<file path="config.mk">
export PLATFORM = sky130hd
export DESIGN_NAME = digit_classify_ctrl
export DESIGN_NICKNAME = d
export VERILOG_FILES = /design/src/rtl/classify_pkg.sv /design/src/rtl/seg7_decoder.sv /design/src/rtl/digit_classify_ctrl.sv
export SDC_FILE = /design/constraint.sdc
export NUM_CORES = 1
export LEC_CHECK = 0
export ABC_AREA = 0
export CAP_MARGIN = 20
export CELL_PAD_IN_SITES_DETAIL_PLACEMENT = 0
export CELL_PAD_IN_SITES_GLOBAL_PLACEMENT = 1
export CORE_AREA = 2 2 176 178
export CTS_CLUSTER_SIZE = 40
export DETAILED_ROUTE_END_ITERATION = 6
export DIE_AREA = 0 0 178 180
export HOLD_SLACK_MARGIN = 0.12
export PLACE_DENSITY_LB_ADDON = 0.1
export RECOVER_POWER = 25
export SYNTH_ARGS = -nofsm -noshare
export SYNTH_HDL_FRONTEND = slang
export SYNTH_SLANG_ARGS = --single-unit
</file>
<file path="constraint.sdc">
create_clock -name clk -period 1.7 [get_ports clk]
set_input_delay 0.17 -clock clk [delete_from_list [all_inputs] [get_ports clk]]
set_output_delay 0.17 -clock clk [all_outputs]
set_load 0.01 [all_outputs]
</file>
<file path="src/rtl/classify_pkg.sv">
// Shared types and constants for the digit classifier front-end.
// Includes the state encoding, the 7-segment codes and the built-in 12x12 digit bitmaps.
package classify_pkg;

   typedef enum logic [1:0] {
      ST_IDLE    = 2'd0,
      ST_LOAD    = 2'd1,
      ST_PREDICT = 2'd2
   } state_t;

   // Segment order {g,f,e,d,c,b,a}, active-low
   localparam logic [6:0] SEG_DASH = 7'b0111111;
   localparam logic [6:0] SEG_E    = 7'b0000110;
   localparam logic [6:0] SEG_D0   = 7'b1000000;
   localparam logic [6:0] SEG_D1   = 7'b1111001;
   localparam logic [6:0] SEG_D2   = 7'b0100100;
   localparam logic [6:0] SEG_D3   = 7'b0110000;
   localparam logic [6:0] SEG_D4   = 7'b0011001;
   localparam logic [6:0] SEG_D5   = 7'b0010010;
   localparam logic [6:0] SEG_D6   = 7'b0000010;
   localparam logic [6:0] SEG_D7   = 7'b1111000;
   localparam logic [6:0] SEG_D8   = 7'b0000000;
   localparam logic [6:0] SEG_D9   = 7'b0010000;

   // Row-major, top row in the MSBs
   localparam logic [143:0] PAT_DIGIT5 = {
      12'b000000000000,
      12'b001111111100,
      12'b001000000000,
      12'b001000000000,
      12'b001111111000,
      12'b000000000100,
      12'b000000000100,
      12'b000000000100,
      12'b001000000100,
      12'b000111111000,
      12'b000000000000,
      12'b000000000000
   };

   localparam logic [143:0] PAT_DIGIT0 = {
      12'b000000000000,
      12'b000011110000,
      12'b000100001000,
      12'b001000000100,
      12'b001000000100,
      12'b001000000100,
      12'b001000000100,
      12'b001000000100,
      12'b001000000100,
      12'b000100001000,
      12'b000011110000,
      12'b000000000000
   };

   localparam logic [143:0] PAT_DIGIT4 = {
      12'b000000000000,
      12'b000000110000,
      12'b000001010000,
      12'b000010010000,
      12'b000100010000,
      12'b001000010000,
      12'b001111111100,
      12'b000000010000,
      12'b000000010000,
      12'b000000010000,
      12'b000000000000,
      12'b000000000000
   };

   localparam logic [143:0] PAT_DIGIT1 = {
      12'b000000000000,
      12'b000001100000,
      12'b000011100000,
      12'b000000100000,
      12'b000000100000,
      12'b000000100000,
      12'b000000100000,
      12'b000000100000,
      12'b000000100000,
      12'b000000100000,
      12'b000011111000,
      12'b000000000000
   };

   function automatic logic [6:0] digit_seg(input logic [3:0] d);
      logic [6:0] s;
      case (d)
         4'd0:    s = SEG_D0;
         4'd1:    s = SEG_D1;
         4'd2:    s = SEG_D2;
         4'd3:    s = SEG_D3;
         4'd4:    s = SEG_D4;
         4'd5:    s = SEG_D5;
         4'd6:    s = SEG_D6;
         4'd7:    s = SEG_D7;
         4'd8:    s = SEG_D8;
         4'd9:    s = SEG_D9;
         default: s = SEG_DASH;
      endcase
      return s;
   endfunction

endpackage

</file>
<file path="src/rtl/seg7_decoder.sv">
// Combinational display decode: error beats "no result", which beats the digit.
// Classes outside 0-9 show a dash.
module seg7_decoder
   import classify_pkg::*;
#(
   parameter int CLS_W = 4
) (
   input  logic [CLS_W-1:0] i_result,
   input  logic             i_result_valid,
   input  logic             i_error,
   output logic [6:0]       o_seg
);

   always_comb begin
      o_seg = SEG_DASH;
      if (i_error) begin
         o_seg = SEG_E;
      end else if (i_result_valid && (int'(i_result) <= 9)) begin
         o_seg = digit_seg(4'(i_result));
      end
   end

endmodule

</file>
<file path="src/rtl/digit_classify_ctrl.sv">
// Assembles a binary feature image from ROM or a pixel stream, runs the classifier
// with a predict/valid handshake and a timeout, and holds the last class for display.
module digit_classify_ctrl
   import classify_pkg::*;
#(
   parameter  int IMG_W   = 12,
   parameter  int IMG_H   = 12,
   parameter  int CLS_W   = 4,
   parameter  int N_PAT   = 4,
   parameter  int TIMEOUT = 255,
   localparam int N       = IMG_W * IMG_H,
   localparam int PW      = (N_PAT > 1) ? $clog2(N_PAT) : 1
) (
   input  logic             clk,
   input  logic             reset_n,
   input  logic             i_mode,
   input  logic [PW-1:0]    i_pat_sel,
   input  logic             i_start,
   input  logic             i_pix_valid,
   input  logic             i_pix_data,
   output logic             o_pix_ready,
   output logic [N-1:0]     o_feature,
   output logic             o_predict,
   input  logic             i_cls_valid,
   input  logic [CLS_W-1:0] i_cls_result,
   output logic [CLS_W-1:0] o_result,
   output logic             o_result_valid,
   output logic             o_error,
   output logic             o_busy,
   output logic [6:0]       o_seg
);

   localparam int CNT_W  = $clog2(N + 1);
   localparam int WAIT_W = $clog2(TIMEOUT + 1);

   // Bitmaps are 144 bits; other image sizes get them truncated or zero-extended
   localparam logic [N-1:0] ROM_0 = N'(PAT_DIGIT5);
   localparam logic [N-1:0] ROM_1 = N'(PAT_DIGIT0);
   localparam logic [N-1:0] ROM_2 = N'(PAT_DIGIT4);
   localparam logic [N-1:0] ROM_3 = N'(PAT_DIGIT1);

   state_t             r_state;
   logic [N-1:0]       r_feature;
   logic [CNT_W-1:0]   r_pix_cnt;
   logic [WAIT_W-1:0]  r_wait;
   logic [CLS_W-1:0]   r_result;
   logic               r_result_valid;
   logic               r_error;
   logic [N-1:0]       w_rom_data;

   function automatic logic [N-1:0] rom_lookup(input logic [PW-1:0] idx);
      logic [N-1:0] d;
      d = '0;
      if (int'(idx) < N_PAT) begin
         case (int'(idx))
            0:       d = ROM_0;
            1:       d = ROM_1;
            2:       d = ROM_2;
            3:       d = ROM_3;
            default: d = '0;
         endcase
      end
      return d;
   endfunction

   assign w_rom_data = rom_lookup(i_pat_sel);

   always_ff @(posedge clk or negedge reset_n) begin
      if (!reset_n) begin
         r_state        <= ST_IDLE;
         r_feature      <= '0;
         r_pix_cnt      <= '0;
         r_wait         <= '0;
         r_result       <= '0;
         r_result_valid <= 1'b0;
         r_error        <= 1'b0;
      end else begin
         case (r_state)
            ST_IDLE: begin
               if (i_start) begin
                  r_result_valid <= 1'b0;
                  r_error        <= 1'b0;
                  r_wait         <= '0;
                  if (i_mode) begin
                     r_pix_cnt <= '0;
                     r_state   <= ST_LOAD;
                  end else begin
                     r_feature <= w_rom_data;
                     r_state   <= ST_PREDICT;
                  end
               end
            end
            ST_LOAD: begin
               if (i_pix_valid) begin
                  r_feature <= {r_feature[N-2:0], i_pix_data};
                  if (r_pix_cnt == CNT_W'(N - 1)) begin
                     r_wait  <= '0;
                     r_state <= ST_PREDICT;
                  end else begin
                     r_pix_cnt <= r_pix_cnt + CNT_W'(1);
                  end
               end
            end
            ST_PREDICT: begin
               // A valid in the last allowed cycle still wins over the timeout
               if (i_cls_valid) begin
                  r_result       <= i_cls_result;
                  r_result_valid <= 1'b1;
                  r_state        <= ST_IDLE;
               end else if (r_wait == WAIT_W'(TIMEOUT - 1)) begin
                  r_error <= 1'b1;
                  r_state <= ST_IDLE;
               end else begin
                  r_wait <= r_wait + WAIT_W'(1);
               end
            end
            default: r_state <= ST_IDLE;
         endcase
      end
   end

   assign o_pix_ready    = (r_state == ST_LOAD);
   assign o_predict      = (r_state == ST_PREDICT);
   assign o_busy         = (r_state != ST_IDLE);
   assign o_feature      = r_feature;
   assign o_result       = r_result;
   assign o_result_valid = r_result_valid;
   assign o_error        = r_error;

   seg7_decoder #(
      .CLS_W(CLS_W)
   ) u_seg7 (
      .i_result      (r_result),
      .i_result_valid(r_result_valid),
      .i_error       (r_error),
      .o_seg         (o_seg)
   );

endmodule

</file>
# --- Word-level counts from Yosys, hierarchy flattened ---
# Memories as Yosys holds them, arrays and structs flattened.
# Cells that the tools add are included.
totals:
  regBits: 168
  mem_bits_ro: 112
  inputBits: 13
  out_inout_bits: 160
  word_cells: 74
  n_memories: 1
mem_list:
  columns: ["memory", "words", "width", "rd", "rd_ports_with_merged_regs", "write_ports", "line_no", "text"]
  rows:
  - ["(no name shown)", 16, 7, 1, 0, 0, "classify_pkg.sv:88", "case (d)"]
classes:
  n_addsub: 2
  magnitude_cmp: 1
  n_eq_ne: 18
  muxes: 31
  n_reduce_logical: 14
ops:
  columns: ["op", "n"]
  rows:
  - ["144-bit one-hot mux with 4 select lines", 1]
  - ["144-bit two-way mux", 3]
  - ["144-bit one-hot mux with 2 select lines", 1]
  - ["8-bit two-way mux", 9]
  - ["8-bit one-hot mux with 3 select lines", 1]
  - ["8-bit by 1-bit adder with 8-bit output (second input constant)", 2]
  - ["8-bit equality test (second input constant)", 2]
  - ["8-bit one-hot mux with 2 select lines", 1]
  - ["7-bit two-way mux", 2]
  - ["2-bit inequality test (second input constant)", 7]
  - ["2-bit two-way mux", 6]
  - ["4-bit AND reduction", 3]
  - ["2-bit equality test (second input constant)", 3]
  - ["2-bit by 1-bit inequality test with 1-bit output (second input constant)", 3]
  - ["2-bit one-hot mux with 3 select lines", 1]
  - ["6-bit AND reduction", 1]
  - ["2-bit nonzero test", 3]
  - ["5-bit AND reduction", 1]
  - ["2-bit by 1-bit equality test with 1-bit output (second input constant)", 2]
  - ["4-bit <= comparator (second input constant)", 1]
  - ["2-bit logical NOT", 2]
  - ["1-bit two-way mux", 4]
  - ["1-bit one-hot mux with 2 select lines", 2]
  - ["3-bit by 1-bit inequality test with 1-bit output (second input constant)", 1]
  - ["other kinds (4)", 4]

# --- Depth between registers and ports, before layout ---
depth:
  ltp_word: 5
  mapped_depth: 7
  depth_no_buf: 6

# --- Hierarchy ---
# A second synthesis with hierarchy kept.
unflattened:
  hier_cells: 816
  hier_area_um2: 7579.8
modules_own_cells:
  columns: ["mod", "n_inst", "cells_each", "area_each_um2", "seq_area_each_um2"]
  rows:
  - ["digit_classify_ctrl", 1, 783, 7337.0, 4204.0]
  - ["seg7_decoder", 1, 33, 242.7, 0.0]

# --- Worst setup path before layout ---
# No wires, ideal clock.
synth_timing:
  path_kind: "flip-flop to flip-flop"
  startpoint: "register r_pix_cnt[0]"
  endpoint: "register r_wait[4]"
  setup_ps: 66
  arrival_ps: 1593
  required_ps: 1634
  setup_slack_ps: 41
  stages_incl_launch_ff: 7
  n_path_buf: 1
  synth_period_minus_slack_ps: 1659
  path_cell_list: "dfrtp_1 > ha_1 > and3_1 > buf_2 > a311oi_2 > a21o_1 > a221o_1"
synth_via:
  elab_chain_len: 3
synth_lines:
  columns: ["item", "line_no", "text"]
  rows:
  - ["start, declared", "digit_classify_ctrl.sv:44", "logic [CNT_W-1:0] r_pix_cnt;"]
  - ["start signal, assigned", "digit_classify_ctrl.sv:100", "r_pix_cnt <= r_pix_cnt + CNT_W'(1);"]
  - ["8-bit equality test", "digit_classify_ctrl.sv:96", "if (r_pix_cnt == CNT_W'(N - 1)) begin"]
  - ["2-bit by 1-bit inequality test with 1-bit output (no source line)", null, null]
  - ["6-bit AND reduction (no source line)", null, null]
  - ["end signal, assigned", "digit_classify_ctrl.sv:114", "r_wait <= r_wait + WAIT_W'(1);"]
  - ["end, declared", "digit_classify_ctrl.sv:45", "logic [WAIT_W-1:0] r_wait;"]
# No other way between the ends.
# A chain may end at the register's enable or synchronous reset.

# --- Worst setup path in the final report ---
layout_timing:
  startpoint: "register r_result[0], in the netlist o_result[0]"
  endpoint: "output o_seg[3]"
layout_via:
  elab_chain_len: 4
  word_cells_on_any_way: 5
  classes_between: "1 x order compare; 2 x mux; 1 x reduce/logical; 1 x memory"
layout_lines:
  columns: ["item", "line_no", "text"]
  rows:
  - ["start, declared", "digit_classify_ctrl.sv:46", "logic [CLS_W-1:0] r_result;"]
  - ["start signal, assigned", "digit_classify_ctrl.sv:107", "r_result <= i_cls_result;"]
  - ["4-bit <= comparator", "seg7_decoder.sv:18", "end else if (i_result_valid && (int'(i_result) <= 9)) begin"]
  - ["1-bit logical AND", "seg7_decoder.sv:18", null]
  - ["7-bit two-way mux *", "seg7_decoder.sv:18", null]
  - ["7-bit two-way mux *", "seg7_decoder.sv:16", "if (i_error) begin"]
  - ["end, declared", "digit_classify_ctrl.sv:30", "output logic [6:0] o_seg"]
# Every way passes the cells marked *; elsewhere a longest branch is shown, timed or not.

==> run summary <==
Status = finished with violations
Failing checks = negative setup slack
Final GP Congestion = 0.7466
Worst Slack Setup Final = -0.1737 ns
Post-Route Skew = 0.01538 ns
Via/cell ratio = 4.333
Netlist cell types = 48
Core Rows = 64
Sequential fraction of the synthesis area = 0.5679
Routed Antenna Nets = 0
Fin. max-slew vios = 0
Lkg Pwr = 4.777 nW
Post-synthesis async set-or-reset flop share = 1.000
Clk Latency, worst-skew pair = 0.43 ns
Syn_nets = 844
Post-route minimum period = 1.874 ns
Cell Pwr Density = 1546 nW/um^2
Max-Slew Margin vs Limit = 0.2324
Final Hold Viols = 0
Drt first pass iters = 5
Placed Instances = 1429
HP Class = in2reg
Starting DRT DRC Count = 341
Vias = 6408
Setup tns final = -1.049 ns
Startpoint class of the critical path = flip-flop
DR WL/cell = 15.90 um
Fin util = 0.3731
# IOs = 173
Worst path slowest cell = dfrtp_1
Combinational Power Share = 0.450
CTS clock-pin slew for the worst setup and hold paths = 0.07 ns
Yosys Warn Count = 0
Die width = 178 um
CTS sink count = 168
Initial antenna violation count = 0
Root buf cell = clkbuf_16
Clock share of power = 0.222
# setup viols final = 7
Levels on crit path = 7
Critical-path maximum fanout = 4
WP buf/inv = 3
First-pass GRT wire length = 37420 um
DRC errors left = 0
CTS Buf Count = 17
Die ar. = 32040 sq um
Sw frac = 0.3812
CP Cell Sequence = buf_6 -> ha_4 -> o21ai_2 -> a21oi_2 -> buf_4 -> a21oi_2 -> buf_2
Critical path class = reg2out
Worst EP required = 1.53 ns
Dpl hpwl = 16170 um
Post-synth EDFFs = 0
Number of global-route vias before repair = 6371
Core Area = 30190 sq um
NetSw = 6.638 mW
CP endpoint kind = primary output
Commonest non-fill, non-tap cell in the layout = nand2_1
RSZ-0062 raised after global routing = yes
Max-capacitance violation count = 0
Most frequent cells in the layout = nand2_1 (243), dfrtp_1 (163), clkdlybuf4s50_1 (158)
Max Freq = 0.5337 GHz
Slew @ Worst Pin = 1.151 ns
Synthesized flop and latch total = 168
Die Height = 180 um
Prevailing post-synth register cell = dfrtp_1
Syn avg cell area = 9.062 sq um
CP peak stage delay = 0.39 ns
Most frequent CP cell = a21oi_2
Cell count after synthesis = 817
Power Total = 17.41 mW
Layout cells sized above 1 = 0.1948
H-Tree Depth = 4
Largest net degree at the start of global routing = 41
Worst vdd ir = 0.6845 mV
Nets = 1097
Initial Utilization = 0.2452
WP data arrival = 1.70 ns
Antenna cells = 0
IO buf count = 172
Max Root-Sink Buffers = 2
Syn Std Cell Area = 7403 sq um
R2r worst-path depth = 7
Internal power = 10.78 mW
GRT Resource Usage Total = 0.1482
Sequential share of power = 0.328
Tcrit/Tclk final = 1.102
CTS tree = built
Drt total wl = 23520 um
Total grt overflow = 0
Hold depth = 3
Crit path max-delay family = buffers and inverters
Finished Layout Cells = 1479
P&R area growth vs syn = 52.16%
==> registers in the layout, summed over array words and instances, names as in the netlist <==
| signal | flops |
|---|---|
| o_error | 1 |
| o_result_valid | 1 |
| o_feature | 144 |
| r_state | 2 |
| r_pix_cnt | 8 |
| o_result | 4 |
| r_wait | 8 |
==> cell usage after synthesis (2+ instances only) <==
library cell / instances / area [sq um]
mux2i_1: 3 / 30.03
buf_1: 5 / 18.77
a31oi_1: 5 / 31.28
o21ai_1: 14 / 70.07
a21oi_1: 64 / 320.3
a41oi_1: 2 / 17.52
dfrtp_1: 168 / 4204
o211ai_1: 4 / 30.03
nor2b_1: 4 / 25.02
o21ai_0: 137 / 685.7
nor3_1: 3 / 15.01
ha_1: 14 / 175.2
nand3_1: 11 / 55.05
nand2_1: 243 / 912.1
clkbuf_1: 26 / 97.59
nor3b_1: 2 / 15.01
nand2b_1: 4 / 25.02
a22o_1: 3 / 26.28
mux2_2: 4 / 45.04
inv_1: 15 / 56.30
a21o_1: 2 / 15.01
and3_1: 6 / 37.54
nor2_1: 19 / 71.32
o31ai_1: 5 / 37.54
buf_2: 24 / 120.1
and2_1: 7 / 43.79
nand4_1: 2 / 12.51
==> power groups by stage <==
stage	logic, mW	registers (mW)	clock network, mW
after floorplan	2.75	5.98	0
after CTS	7.72	5.73	4.01
after global placement	7.42	5.79	0
after global routing	8.69	5.89	4.18
final	7.84	5.72	3.86
after detailed placement	7.40	5.79	0
==> worst paths after layout <==
path,from,end,slack [ns]
max,o_result[0],o_seg[3],-0.17
min,i_pix_data,o_feature[0],0.29
max reg2reg,r_pix_cnt[4],r_pix_cnt[6],0.07
min reg2reg,o_feature[67],o_feature[67],0.50
max in group asynchronous,reset_n,o_feature[83],0.25
min in group asynchronous,reset_n,r_wait[4],0.50
==> worst min-delay path: stages <==
cell and delay (ns):
clkdlybuf4s50_1 0.39, nand2_1 0.05, o21ai_0 0.06
==> logic make-up after synthesis <==
family                   after synthesis  share of synthesized area
adder cells (fa/ha/maj)               14                    0.02366
flip-flops                           168                     0.5679
AND/OR/NAND/NOR                      307                     0.1722
multiplexers                           7                    0.01014
buffers and inverters                 71                    0.04056
XOR/XNOR                               1                   0.001183
AO/OA/AOI/OAI                        249                     0.1844
==> metal layers <==
metal | wire length [um] | GRT usage
met5 | 0 | 0
met3 | 1571 | 0.04843
met2 | 10110 | 0.2189
met4 | 314 | 0.04066
met1 | 11520 | 0.2069
==> layout make-up <==
type	count	area (sq um)
timing repair buffer	290	2816
multi-input combinational	578	3102
fill	3066	18920
sequential	168	4210
clock inverter	14	132.6
inverter	15	68.82
clock buffer	18	439.2
tap	396	495.5
==> repair_timing <==
| item | in CTS | in global routing |
|---|---|---|
| pin swaps | 11 | 12 |
| endpoints found under the hold margin | 168 | 0 |
| buffers inserted | 9 | 7 |
| setup endpoints to repair | 26 | 162 |
| cloned | 0 | 2 |
| gates resized for setup | 74 | 34 |
| hold buffers | 1 | 0 |
==> metrics by stage <==
step / setup slack [ns] / hold slack [ns] / cell area (sq um)
2_1_floorplan: 0.04079 / -0.1256 / 7403
3_3_place_gp: -0.2467 / 0.1450 / 10390
3_5_place_dp: -0.2559 / 0.1429 / 10390
4_1_cts: -0.1988 / 0.2443 / 11140
5_1_grt: -0.2932 / 0.2904 / 11260
6_report: -0.1737 / 0.2904 / 11260
(Power assumes the default switching activity.)
